`src/rtl/data_mem_port.sv`:
```
// data_mem_port: load/store access unit between the core memory stage and a
// word-wide data memory with a req/ack handshake. It builds word-aligned
// transactions with byte enables, lane-shifts store data, extracts and extends
// load data, and stalls the core until the access completes.
//
// Optional feature macro: DMEM_MISALIGNED_EN
//   defined   - accesses that cross a word boundary are split into two
//               transactions (ACC1 + ACC2) and complete normally.
//   undefined - misaligned accesses complete at once with rdata=0 and no
//               memory transaction.
// misalign pulses with done for any access that is not naturally aligned.
module data_mem_port #(
    parameter int ADDR_W = 32
) (
    input  logic              clk,
    input  logic              rst,
    input  logic              memread,
    input  logic              memwrite,
    input  logic [2:0]        addrmode,
    input  logic [ADDR_W-1:0] addr,
    input  logic [31:0]       wdata,
    output logic [31:0]       rdata,
    output logic              stall,
    output logic              done,
    output logic              misalign,
    output logic              mem_req,
    output logic              mem_we,
    output logic [ADDR_W-1:0] mem_addr,
    output logic [3:0]        mem_be,
    output logic [31:0]       mem_wdata,
    input  logic [31:0]       mem_rdata,
    input  logic              mem_ack
);

`ifdef DMEM_MISALIGNED_EN
    localparam bit SplitEn = 1'b1;
`else
    localparam bit SplitEn = 1'b0;
`endif

    typedef enum logic [1:0] {
        IDLE,
        ACC1,
        ACC2,
        DONE
    } state_t;

    typedef enum logic [1:0] {
        SZ_BYTE,
        SZ_HALF,
        SZ_WORD
    } size_t;

    state_t            state_q;
    size_t             size_q;
    logic              uns_q;
    logic [1:0]        off_q;
    logic              mis_q;
    logic              split_q;
    logic [3:0]        be2_q;
    logic [31:0]       wdata2_q;
    logic [31:0]       word1_q;

    logic [31:0]       rdata_q;
    logic              done_q;
    logic              misalign_q;
    logic              mem_req_q;
    logic              mem_we_q;
    logic [ADDR_W-1:0] mem_addr_q;
    logic [3:0]        mem_be_q;
    logic [31:0]       mem_wdata_q;

    size_t             reqSize;
    logic              reqUns;
    logic [1:0]        reqOff;
    logic              reqMis;
    logic              reqSplit;
    logic [3:0]        beBase;
    logic [63:0]       dataBase;
    logic [7:0]        beWide;
    logic [63:0]       dataWide;
    logic [ADDR_W-1:0] wordAddr;

    // Pick the addressed bytes out of the two-word window and extend them.
    function automatic logic [31:0] extract(input logic [63:0] win,
                                            input logic [1:0]  off,
                                            input size_t       size,
                                            input logic        uns);
        logic [31:0] s;
        logic [31:0] r;
        s = 32'(win >> {off, 3'b000});
        case (size)
            SZ_BYTE: r = uns ? {24'h0, s[7:0]}   : {{24{s[7]}}, s[7:0]};
            SZ_HALF: r = uns ? {16'h0, s[15:0]}  : {{16{s[15]}}, s[15:0]};
            default: r = s;
        endcase
        return r;
    endfunction

    assign wordAddr = {addr[ADDR_W-1:2], 2'b00};

    // Decode the incoming request: size, alignment, and the lane layout
    // of both words (the high half of the wide vectors feeds the ACC2 word).
    always_comb begin
        reqSize = SZ_WORD;
        if (!addrmode[1]) begin
            reqSize = addrmode[0] ? SZ_HALF : SZ_BYTE;
        end
        reqUns   = addrmode[2] & ~addrmode[1];
        reqOff   = addr[1:0];
        beBase   = 4'b0000;
        dataBase = 64'h0;
        reqMis   = 1'b0;
        reqSplit = 1'b0;
        case (reqSize)
            SZ_BYTE: begin
                beBase   = 4'b0001;
                dataBase = {32'h0, {4{wdata[7:0]}}};
            end
            SZ_HALF: begin
                beBase   = 4'b0011;
                dataBase = {48'h0, wdata[15:0]};
                reqMis   = reqOff[0];
                reqSplit = (reqOff == 2'b11);
            end
            default: begin
                beBase   = 4'b1111;
                dataBase = {32'h0, wdata};
                reqMis   = (reqOff != 2'b00);
                reqSplit = reqMis;
            end
        endcase
        reqSplit = reqSplit & SplitEn;
        beWide   = {4'b0000, beBase} << reqOff;
        dataWide = (reqSize == SZ_BYTE) ? dataBase : (dataBase << {reqOff, 3'b000});
    end

    // Access sequencer: latches the request, runs one or two handshakes,
    // and presents the registered result for exactly one DONE cycle.
    always_ff @(posedge clk) begin
        if (rst) begin
            state_q     <= IDLE;
            size_q      <= SZ_BYTE;
            uns_q       <= 1'b0;
            off_q       <= 2'b00;
            mis_q       <= 1'b0;
            split_q     <= 1'b0;
            be2_q       <= 4'b0000;
            wdata2_q    <= 32'h0;
            word1_q     <= 32'h0;
            rdata_q     <= 32'h0;
            done_q      <= 1'b0;
            misalign_q  <= 1'b0;
            mem_req_q   <= 1'b0;
            mem_we_q    <= 1'b0;
            mem_addr_q  <= '0;
            mem_be_q    <= 4'b0000;
            mem_wdata_q <= 32'h0;
        end else begin
            done_q     <= 1'b0;
            misalign_q <= 1'b0;
            case (state_q)
                IDLE: begin
                    if (memread || memwrite) begin
                        size_q   <= reqSize;
                        uns_q    <= reqUns;
                        off_q    <= reqOff;
                        mis_q    <= reqMis;
                        split_q  <= reqSplit;
                        be2_q    <= beWide[7:4];
                        wdata2_q <= dataWide[63:32];
                        if (reqMis && !SplitEn) begin
                            state_q    <= DONE;
                            done_q     <= 1'b1;
                            misalign_q <= 1'b1;
                            rdata_q    <= 32'h0;
                        end else begin
                            state_q     <= ACC1;
                            mem_req_q   <= 1'b1;
                            mem_we_q    <= memwrite;
                            mem_addr_q  <= wordAddr;
                            mem_be_q    <= beWide[3:0];
                            mem_wdata_q <= dataWide[31:0];
                        end
                    end
                end
                ACC1: begin
                    if (mem_ack) begin
                        if (split_q) begin
                            state_q     <= ACC2;
                            word1_q     <= mem_rdata;
                            mem_addr_q  <= mem_addr_q + ADDR_W'(4);
                            mem_be_q    <= be2_q;
                            mem_wdata_q <= wdata2_q;
                        end else begin
                            state_q    <= DONE;
                            mem_req_q  <= 1'b0;
                            done_q     <= 1'b1;
                            misalign_q <= mis_q;
                            rdata_q    <= mem_we_q ? 32'h0
                                        : extract({32'h0, mem_rdata}, off_q, size_q, uns_q);
                        end
                    end
                end
                ACC2: begin
                    if (mem_ack) begin
                        state_q    <= DONE;
                        mem_req_q  <= 1'b0;
                        done_q     <= 1'b1;
                        misalign_q <= mis_q;
                        rdata_q    <= mem_we_q ? 32'h0
                                    : extract({mem_rdata, word1_q}, off_q, size_q, uns_q);
                    end
                end
                default: begin
                    state_q <= IDLE;
                end
            endcase
        end
    end

    // Stall covers the request cycle in IDLE and every handshake cycle.
    always_comb begin
        stall = 1'b0;
        if (!rst) begin
            stall = ((state_q == IDLE) && (memread || memwrite))
                  || (state_q == ACC1) || (state_q == ACC2);
        end
    end

    assign rdata     = rdata_q;
    assign done      = done_q;
    assign misalign  = misalign_q;
    assign mem_req   = mem_req_q;
    assign mem_we    = mem_we_q;
    assign mem_addr  = mem_addr_q;
    assign mem_be    = mem_be_q;
    assign mem_wdata = mem_wdata_q;

endmodule

```
`config.mk`:
```
export PLATFORM = sky130hd
export DESIGN_NAME = data_mem_port
export DESIGN_NICKNAME = d
export VERILOG_FILES = /design/src/rtl/data_mem_port.sv
export SDC_FILE = /design/constraint.sdc
export NUM_CORES = 1
export LEC_CHECK = 0
export CAP_MARGIN = 30
export CORE_ASPECT_RATIO = 0.8
export CORE_MARGIN = 4
export CORE_UTILIZATION = 44
export CTS_BUF_LIST = sky130_fd_sc_hd__clkbuf_8 sky130_fd_sc_hd__clkbuf_16
export CTS_CLUSTER_DIAMETER = 120
export DETAILED_ROUTE_END_ITERATION = 6
export PLACE_DENSITY = 0.78
export SETUP_SLACK_MARGIN = 0.05
export SLEW_MARGIN = 10
export SYNTH_ARGS = -nofsm -noshare
export SYNTH_HDL_FRONTEND = slang
export SYNTH_SLANG_ARGS = --single-unit
export TNS_END_PERCENT = 30
```
`constraint.sdc`:
```
create_clock -name clk -period 2.3 [get_ports clk]
set_input_delay 0.69 -clock clk [delete_from_list [all_inputs] [get_ports clk]]
set_output_delay 0.69 -clock clk [all_outputs]
set_load 0.02 [all_outputs]
```
[Word-level counts from Yosys, hierarchy flattened]
Index checks and enable logic that the tools add are counted.
Storage, ports and cells
  register bits after elaboration: 112
  input port bits: 104
  output and inout bits: 105
  logic and storage cells: 90
Operators by class
  equal/unequal tests: 9
  shifts and indexed selects: 4
  muxes and demuxes: 43
  bitwise operators: 4
  reduce and logical (&&, ||, !) cells: 17
Operator list (count)
  32-bit 2-to-1 mux: 17
  32-bit case mux with 2 select lines: 3
  32-bit case mux with 3 select lines: 1
  64-bit by 5-bit >> shifter with 32-bit output: 1
  32-bit by 5-bit << shifter with 32-bit output: 1
  32-bit by 5-bit >> shifter with 32-bit output: 1
  5-bit AND reduction: 3
  4-bit 2-to-1 mux: 3
  1-bit 2-to-1 mux: 9
  2-bit 2-to-1 mux: 4
  2-bit inequality test, second input constant: 4
  1-bit case mux with 2 select lines: 4
  4-bit case mux with 2 select lines: 1
  2-bit by 1-bit == test with 1-bit output, second input constant: 3
  2-bit logical NOT: 3
  3-bit AND reduction: 2
  2-bit case mux with 2 select lines: 1
  2-bit nonzero test: 2
  4-bit by 2-bit << shifter with 4-bit output: 1
  1-bit logical OR: 3
  1-bit NOT: 3
  3-bit nonzero test: 1
  2-bit == test, second input constant: 1
  2-bit by 1-bit inequality test with 1-bit output, second input constant: 1
  4 further kinds: 4

[Depth between registers and ports, before layout]
Gate-level depths: netlist of the first run.
  word-level depth: 9
  mapped depth: 10
  gate-level depth less buffers: 7

[Worst setup path after synthesis of the first run]
OpenSTA, ideal clock, no wires.
  kind: input to output
  start point: input rst
  end point: output stall
  arrival time: 1453 ps
  slack: 157 ps
  cell stages on the path: 3
  cell sequence: clkbuf_1 > clkbuf_1 > a21oi_1
On the way
  cells in the longest elaborated chain, start to end: 1
Ends and longest elaborated chain
  start, declared: line 16  | input logic rst,
  1-bit 2-to-1 mux: line 225  | if (!rst) begin
  end, declared: line 23  | output logic stall,
Every way passes these cells.

[Final worst setup path of the first run]
  start point: register state_q[1]
  end point: register mem_be_q[3] (netlist: mem_be[3])
On the way
  cells in the longest elaborated chain, start to end: 3
  elaborated cells between the ends (all ways): 8
  those cells by class: eq/ne: 4; bitwise: 1; reduce/logical: 3
Ends and longest elaborated chain
  start, declared: line 54  | state_t state_q;
  start signal, assigned: line 142  | state_q <= IDLE;
  start signal, assigned: line 173  | state_q <= DONE;
  start signal, assigned: line 178  | state_q <= ACC1;
  2-bit by 1-bit == test with 1-bit output or 2-bit logical NOT (tied branches): line 162  | case (state_q)
  2-bit inequality test (no line) (tied with other cells)
  5-bit AND reduction (no line) *
  end signal, assigned: line 182  | mem_be_q <= beWide[3:0];
  end signal, assigned: line 193  | mem_be_q <= be2_q;
  end, declared: line 70  | logic [3:0] mem_be_q;
Every way passes the cells marked *; elsewhere a longest branch is shown, timed or not.
A chain may end at the register's enable or synchronous reset.

==> results of run 1 <==
[synth_stat cells (all sizes together), types with 3 or more instances]
library cell / n / share of area [%]
buf: 32 / 3.4
o221ai: 6 / 1.6
a221oi: 13 / 2.0
and2: 3 / 0.33
nand3: 14 / 1.5
mux2i: 17 / 3.0
nand3b: 8 / 1.1
a311oi: 7 / 1.1
o21ai: 48 / 4.5
dfxtp: 110 / 39
nor2: 47 / 3.2
a21oi: 81 / 7.4
nor3: 10 / 0.88
a22o: 8 / 1.2
ha: 6 / 1.3
mux2: 22 / 4.4
o211ai: 12 / 1.6
a22oi: 17 / 2.3
clkbuf: 28 / 1.9
nand2: 124 / 8.3
a221o: 11 / 1.9
nor2b: 3 / 0.33
a211oi: 15 / 2.0
a222oi: 3 / 0.53
nor3b: 3 / 0.40
inv: 10 / 0.66
[sequential cells by signal, indices dropped and copies added, names as in the netlist]
name,flops
mem_addr,30
state_q,2
rdata,32
done,1
mem_we,1
mem_be,4
uns_q,1
misalign,1
mem_req,1
size_q,2
off_q,2
mis_q,1
mem_wdata,32
[metal layers]
layer	vias up	share of wire [%]	global-route usage (%)
met5	-	0.13	0
met4	4	1.6	8.14
met3	33	11	10.6
met2	323	46	42.8
met1	2978	41	33.9
li1	2982	-	-
[area by class of cell]
cell class / count / area [sq um]
multi-input combinational: 511 / 3210
clock inverter: 7 / 57.6
fill: 948 / 3710
inverter: 11 / 45.0
clock buffer: 9 / 225
timing repair buffer: 278 / 2720
sequential: 110 / 2210
tap: 171 / 214
[critical path, cell delays in order, from the launching register on]
cell and delay (ns):
sky130_fd_sc_hd__dfxtp_2 0.35, sky130_fd_sc_hd__inv_1 0.13, sky130_fd_sc_hd__ha_1 0.20, sky130_fd_sc_hd__buf_4 0.14, sky130_fd_sc_hd__or3b_1 0.37, sky130_fd_sc_hd__buf_4 0.17
sky130_fd_sc_hd__o2111a_2 0.26, sky130_fd_sc_hd__clkbuf_16 0.21, sky130_fd_sc_hd__a311oi_1 0.25
[kinds of logic after synthesis]
group           count (synthesis)  share of synthesized area [%]
flops                         110                           38.9
xor+xnor                        1                          0.155
simple gates                  222                           17.4
compound gates                239                           28.8
buf+inv                        71                           5.97
fa+ha+maj                       6                           1.33
other cells                     1                         0.0663
mux                            39                           7.38
[worst paths after layout]
path                                   from          end  slack (ns)  cells past startpoint
worst min-delay path            mem_addr[3]  mem_addr[3]        0.45                      2
worst max register to register   state_q[1]    mem_be[3]        0.13                      8
worst max-delay path             state_q[1]    mem_be[3]        0.13                      8
worst min register to register  mem_addr[3]  mem_addr[3]        0.45                      2
[where the power goes]
part	total, mW	switching (mW)	leakage [nW]	internal [mW]
registers	2.50	0.230	0.899	2.27
logic	3.59	1.96	2.18	1.63
clock network	1.53	0.772	0.140	0.755
total	7.62	2.97	3.22	4.65
[timing repair]
item / in CTS / in global routing
buffers inserted: 0 / 2
gates resized for setup: 10 / 21
pin swaps: 1 / 5
gates cloned: 1 / 3
endpoints found under the setup margin: 21 / 89
==> metrics.log, run 1 <==
[metrics] WL per Instance: between 15 and 20 microns
[metrics] overall power consumption: about 7.6 mW
[metrics] overall routing resource usage: 26.9%
[metrics] slew margin rel.: around 48%
[metrics] worst min path class: reg2reg
[metrics] Main synth FF type: sky130_fd_sc_hd__dfxtp_1
[metrics] total placed cells including tap cells: approximately 1100
[metrics] synthesis-to-layout area growth: 53.2%
[metrics] clock transition at the registers of the reported paths: roughly 0.080 ns
[metrics] final period demand of the worst path: approximately 2.2 ns
[metrics] height of the die: between 100 and 150 microns
[metrics] required time at the worst-slack endpoint: between 2 and 3 ns
[metrics] number of port buffers: between 200 and 250
[metrics] detailed-placement wirelength estimate: ~15000 microns
[metrics] failing checks: design-rule violations
[metrics] Num Clock Sinks: 110
[metrics] starting density of the core: between 40% and 50%
[metrics] placed cell areas: 0.00823 sq mm
[metrics] number of warnings printed during yosys synthesis: 0
[metrics] static leakage power: between 3 and 4 nW
[metrics] synthesized flop and latch total: 110
[metrics] Final Hold Vio Count: 0
[metrics] Power per Cell Area: just under 900 mW/mm^2
[metrics] Final Setup Violations: 0
[metrics] arrival time reported for the critical path endpoint: between 2 and 2.5 ns
[metrics] clock latency of the later-clocked register in the worst-skew pair: 0.35 ns
[metrics] post-route antenna net violation count: 0
[metrics] worst path setup slack after routing: about 0.13 ns
[metrics] chip width: between 100 and 150 microns
[metrics] number of max-capacitance violations reported: 0
[metrics] CP startpoint kind: register
[metrics] total overflow reported by the global router: 0
[metrics] worst IR drop on VDD: roughly 0.55 mV
[metrics] Die ar.: around 0.015 sq mm
[metrics] top library cells by usage in the layout, fill and taps aside: sky130_fd_sc_hd__clkdlybuf4s50_1 (198), sky130_fd_sc_hd__nand2_1 (123), sky130_fd_sc_hd__dfxtp_1 (107)
[metrics] slew at the pin closest to its max-slew limit: just under 0.8 ns
[metrics] cell area after layout: approximately 0.0087 sq mm
[metrics] number of synthesized flops with an enable pin: 0
[metrics] RSZ-0062 raised after global routing: true
[metrics] wirelength, routed: approximately 21000 microns
[metrics] most common library cell in the layout ignoring fill and taps: sky130_fd_sc_hd__clkdlybuf4s50_1
[metrics] Worst Hold Slack: ~0.45 ns
[metrics] Tcrit/Tclk final: a little over nine tenths
[metrics] initial antenna violation count: 2
[metrics] utilization of the core after routing: between 70% and 80%
[metrics] worst-case clock skew: ~0.0063 ns
[metrics] Layout Nets: 1031
[metrics] post-layout instance count excluding filler cells: 1097
[metrics] I/O pin total: roughly 210
[metrics] sum of negative setup slack: 0 ns
[metrics] via count of the first global-routing pass: 6037
[metrics] number of search-and-repair iterations in the first detailed-routing pass: 7
[metrics] num rows: 36
[metrics] maximum fanout count along the critical path: 15
[metrics] core area: roughly 0.012 sq mm
[metrics] Place WS: -0.449 ns
[metrics] wire length of the first global-routing pass: 31700 microns
[metrics] type of the worst setup path: reg2reg
[metrics] maximum operating frequency: about 460 MHz
[metrics] status: finished, violations left
[metrics] post-synthesis cell area: around 0.0057 sq mm
[metrics] fraction of layout cells with a size suffix above 1: about 15%
[metrics] clock tree from TritonCTS: built
[metrics] cells after synthesis: about 690
[metrics] number of buffers created by CTS: 9
[metrics] pin count of the biggest net entering global routing: 76
[metrics] count of hold-fix buffers inserted at cts: 0
[metrics] DR vias: between 6000 and 7000
[metrics] routability congestion estimate from global placement: around 0.96
[metrics] clock tree buffer depth: 2
[metrics] async set-or-reset flop fraction in the synthesized netlist: 0%
[metrics] mean area per synthesized cell: ~8.2 sq um
[metrics] via/cell ratio: roughly 5.8
[metrics] number of levels the H-tree was split into: 3
[metrics] crit path capture type: register
[metrics] sequential element share of the synthesized area: between 30% and 40%
[metrics] number of distinct standard cells referenced by the synthesized netlist: roughly 60
[metrics] number of DRC markers in iteration 0: 580
[metrics] final number of max-transition violations: 0
[metrics] antenna cell count: 0
[metrics] buffer cell driving the clock tree root: sky130_fd_sc_hd__clkbuf_16
[metrics] final routed DRC violation total: 1
(Power assumes the default switching activity.)
==> run 2, diff against run 1 <==
--- a/config.mk
+++ b/config.mk
@@ -7,14 +7,14 @@
 export LEC_CHECK = 0
 export CAP_MARGIN = 30
 export CORE_ASPECT_RATIO = 0.8
-export CORE_MARGIN = 4
+export CORE_MARGIN = 8
 export CORE_UTILIZATION = 44
 export CTS_BUF_LIST = sky130_fd_sc_hd__clkbuf_8 sky130_fd_sc_hd__clkbuf_16
 export CTS_CLUSTER_DIAMETER = 120
 export DETAILED_ROUTE_END_ITERATION = 6
+export GPL_ROUTABILITY_DRIVEN = 0
 export PLACE_DENSITY = 0.78
 export SETUP_SLACK_MARGIN = 0.05
-export SLEW_MARGIN = 10
 export SYNTH_ARGS = -nofsm -noshare
 export SYNTH_HDL_FRONTEND = slang
 export SYNTH_SLANG_ARGS = --single-unit
==> metrics.log, run 2 (same netlist as run 1, synthesis figures left out) <==
[metrics] post-route antenna net violation count: 0 (unchanged)
[metrics] number of levels the H-tree was split into: 3 (unchanged)
[metrics] clock latency of the later-clocked register in the worst-skew pair: 0.35 ns (about the same)
[metrics] via/cell ratio: 5.70 (was 5.76)
[metrics] wire length of the first global-routing pass: 31900 microns (was 31700 microns)
[metrics] filler cell count: 972 (was 948)
[metrics] initial antenna violation count: 2 (unchanged)
[metrics] clock tree buffer depth: 2 (unchanged)
[metrics] worst hold path startpoint: mem_addr[30] (was mem_addr[3])
[metrics] source of the worst register-to-register timing path: state_q[0] (was state_q[1])
[metrics] RSZ-0062 raised after global routing: true (unchanged)
[metrics] Final Hold Vio Count: 0 (unchanged)
[metrics] number of DRC markers in iteration 0: 651 (was 580)
[metrics] Tcrit/Tclk final: 94.4% (was 94.5%)
[metrics] status: completed (was finished, violations left)
[metrics] overall routing resource usage: 23.4% (was 26.9%)
[metrics] required time at the worst-slack endpoint: 2.60 ns (was 2.56 ns)
[metrics] most common library cell in the layout ignoring fill and taps: sky130_fd_sc_hd__clkdlybuf4s50_1 (unchanged)
[metrics] maximum operating frequency: 461 MHz (was 460 MHz)
[metrics] wirelength, routed: 20700 microns (was 20900 microns)
[metrics] maximum fanout count along the critical path: 7 (was 15)
[metrics] placed cell areas: 0.00820 sq mm (was 0.00823 sq mm)
[metrics] pin count of the biggest net entering global routing: 57 (was 76)
[metrics] number of port buffers: 206 (unchanged)
[metrics] Layout Nets: 1025 (was 1031)
[metrics] number of max-capacitance violations reported: 0 (unchanged)
[metrics] fraction of layout cells with a size suffix above 1: 15.2% (was 15.3%)
[metrics] Place WS: -0.488 ns (was -0.449 ns)
[metrics] Final Setup Violations: 0 (unchanged)
[metrics] static leakage power: 3.20 nW (was 3.22 nW)
[metrics] number of search-and-repair iterations in the first detailed-routing pass: 5 (was 7)
[metrics] slew margin rel.: 54.2% (was 48.3%)
[metrics] buffer cell driving the clock tree root: sky130_fd_sc_hd__clkbuf_16 (unchanged)
[metrics] clock transition at the registers of the reported paths: 0.08 ns (about the same)
[metrics] clock tree from TritonCTS: built (unchanged)
[metrics] crit path capture type: register (unchanged)
[metrics] starting density of the core: 44.5% (was 45.7%)
[metrics] worst IR drop on VDD: 0.513 mV (was 0.550 mV)
[metrics] total overflow reported by the global router: 0 (unchanged)
[metrics] core area: 0.0127 sq mm (was 0.0124 sq mm)
[metrics] num rows: 37 (was 36)
[metrics] post-layout instance count excluding filler cells: 1097 (unchanged)
[metrics] WL per Instance: 18.9 microns (was 19.1 microns)
[metrics] Critical Path Source: mem_rdata[7] (was state_q[1])
[metrics] worst path setup slack after routing: 0.129 ns (was 0.127 ns)
[metrics] number of buffers created by CTS: 9 (unchanged)
[metrics] overall power consumption: 7.63 mW (was 7.62 mW)
[metrics] Power per Cell Area: 880 mW/mm^2 (was 879 mW/mm^2)
[metrics] top library cells by usage in the layout, fill and taps aside: sky130_fd_sc_hd__clkdlybuf4s50_1 (199), sky130_fd_sc_hd__nand2_1 (122), sky130_fd_sc_hd__dfxtp_1 (108) (was sky130_fd_sc_hd__clkdlybuf4s50_1 (198), sky130_fd_sc_hd__nand2_1 (123), sky130_fd_sc_hd__dfxtp_1 (107))
[metrics] synthesis-to-layout area growth: 53.2% (about the same)
[metrics] final period demand of the worst path: 2.17 ns (about the same)
[metrics] Num Clock Sinks: 110 (unchanged)
[metrics] I/O pin total: 209 (unchanged)
[metrics] total placed cells including tap cells: 1074 (was 1075)
[metrics] DR vias: 6253 (was 6320)
[metrics] cell area after layout: 0.00867 sq mm (about the same)
[metrics] chip width: 143 microns (was 135 microns)
[metrics] worst-case clock skew: 0.00794 ns (was 0.00633 ns)
[metrics] final routed DRC violation total: 0 (was 1)
[metrics] via count of the first global-routing pass: 6096 (was 6037)
[metrics] height of the die: 117 microns (was 109 microns)
[metrics] worst min path class: reg2reg (unchanged)
[metrics] type of the worst setup path: in2reg (was reg2reg)
[metrics] final number of max-transition violations: 0 (unchanged)
[metrics] Die ar.: 0.0168 sq mm (was 0.0148 sq mm)
[metrics] CP startpoint kind: input pin (was register)
[metrics] detailed-placement wirelength estimate: 15500 microns (was 15000 microns)
[metrics] slew at the pin closest to its max-slew limit: 0.685 ns (was 0.775 ns)
[metrics] sum of negative setup slack: 0 ns (unchanged)
[metrics] arrival time reported for the critical path endpoint: 2.47 ns (was 2.43 ns)
[run 2: changes by cell type in the layout (fill, tap and decap cells not counted), sizes merged]
cell | previous run | this run
clkinvlp | 2 | 0
clkbuf | 11 | 10
dlymetal6s2s | 6 | 5
diode | 0 | 2
clkinv | 4 | 5
inv | 12 | 13
buf | 72 | 67
clkdlybuf4s50 | 198 | 199
[run 2: metal layers]
layer  vias to the layer above  GRT usage [%]  routed length, microns
li1                       2958              -                       -
met1                      2953           27.7                    8240
met2                       305           36.8                    9600
met3                        37           10.7                    2360
met4                         0           7.69                     482
met5                         -              0                       0
[run 2: cell type report]
type,instances,area (sq um),share of cell area [%]
Antenna cell,2,5.00,0.0577
Clock buffer,9,225,2.60
Clock inverter,7,77.6,0.895
Inverter,11,41.3,0.476
Multi-Input combinational cell,511,3220,37.1
Sequential cell,110,2200,25.4
Tap cell,175,219,2.53
Timing Repair Buffer,272,2680,30.9
[run 2: final timing paths]
path	slack [ns]	cells after the start	end
setup / recovery	0.13	6	rdata[11]
setup reg to reg	0.15	10	mem_wdata[7]
hold reg to reg	0.46	2	mem_addr[30]
hold / removal	0.46	2	mem_addr[30]
[run 2: where the power goes]
part | internal (mW) | switching [mW] | total (mW)
sequential | 2.27 | 0.228 | 2.50
combinational | 1.60 | 1.95 | 3.55
clock | 0.775 | 0.807 | 1.58
total | 4.64 | 2.98 | 7.63
[run 2: worst max-delay path: stages]
cell	delay, ns
sky130_fd_sc_hd__clkdlybuf4s50_1	0.53
sky130_fd_sc_hd__mux2_2	0.21
sky130_fd_sc_hd__mux2i_1	0.09
sky130_fd_sc_hd__or4b_1	0.53
sky130_fd_sc_hd__nor2_2	0.26
sky130_fd_sc_hd__a221o_1	0.16
[run 2: metrics by stage]
| step | hold slack (ns) | util (%) |
|---|---|---|
| after floorplan | 0.437 | - |
| after global placement | 0.439 | 64.4 |
| after detailed placement | 0.445 | 64.4 |
| after CTS | 0.458 | 66.9 |
| after global routing | 0.470 | 68.1 |
| final | 0.456 | 68.1 |
[run 2: timing repair]
action,CTS,global route
cloned,0,4
pin swaps,1,2
hold buffers,0,0
endpoints found under the setup margin,63,93
setup buffers,0,1
gates resized for setup,10,27
hold endpoints to repair,0,0
==> run 3, diff against run 2 <==
--- a/config.mk
+++ b/config.mk
@@ -10,7 +10,7 @@
 export CORE_MARGIN = 8
 export CORE_UTILIZATION = 44
 export CTS_BUF_LIST = sky130_fd_sc_hd__clkbuf_8 sky130_fd_sc_hd__clkbuf_16
-export CTS_CLUSTER_DIAMETER = 120
+export CTS_CLUSTER_DIAMETER = 50
 export DETAILED_ROUTE_END_ITERATION = 6
 export GPL_ROUTABILITY_DRIVEN = 0
 export PLACE_DENSITY = 0.78
==> results of run 3 <==
Final layout, timing and power as in run 2 (identical DEF).
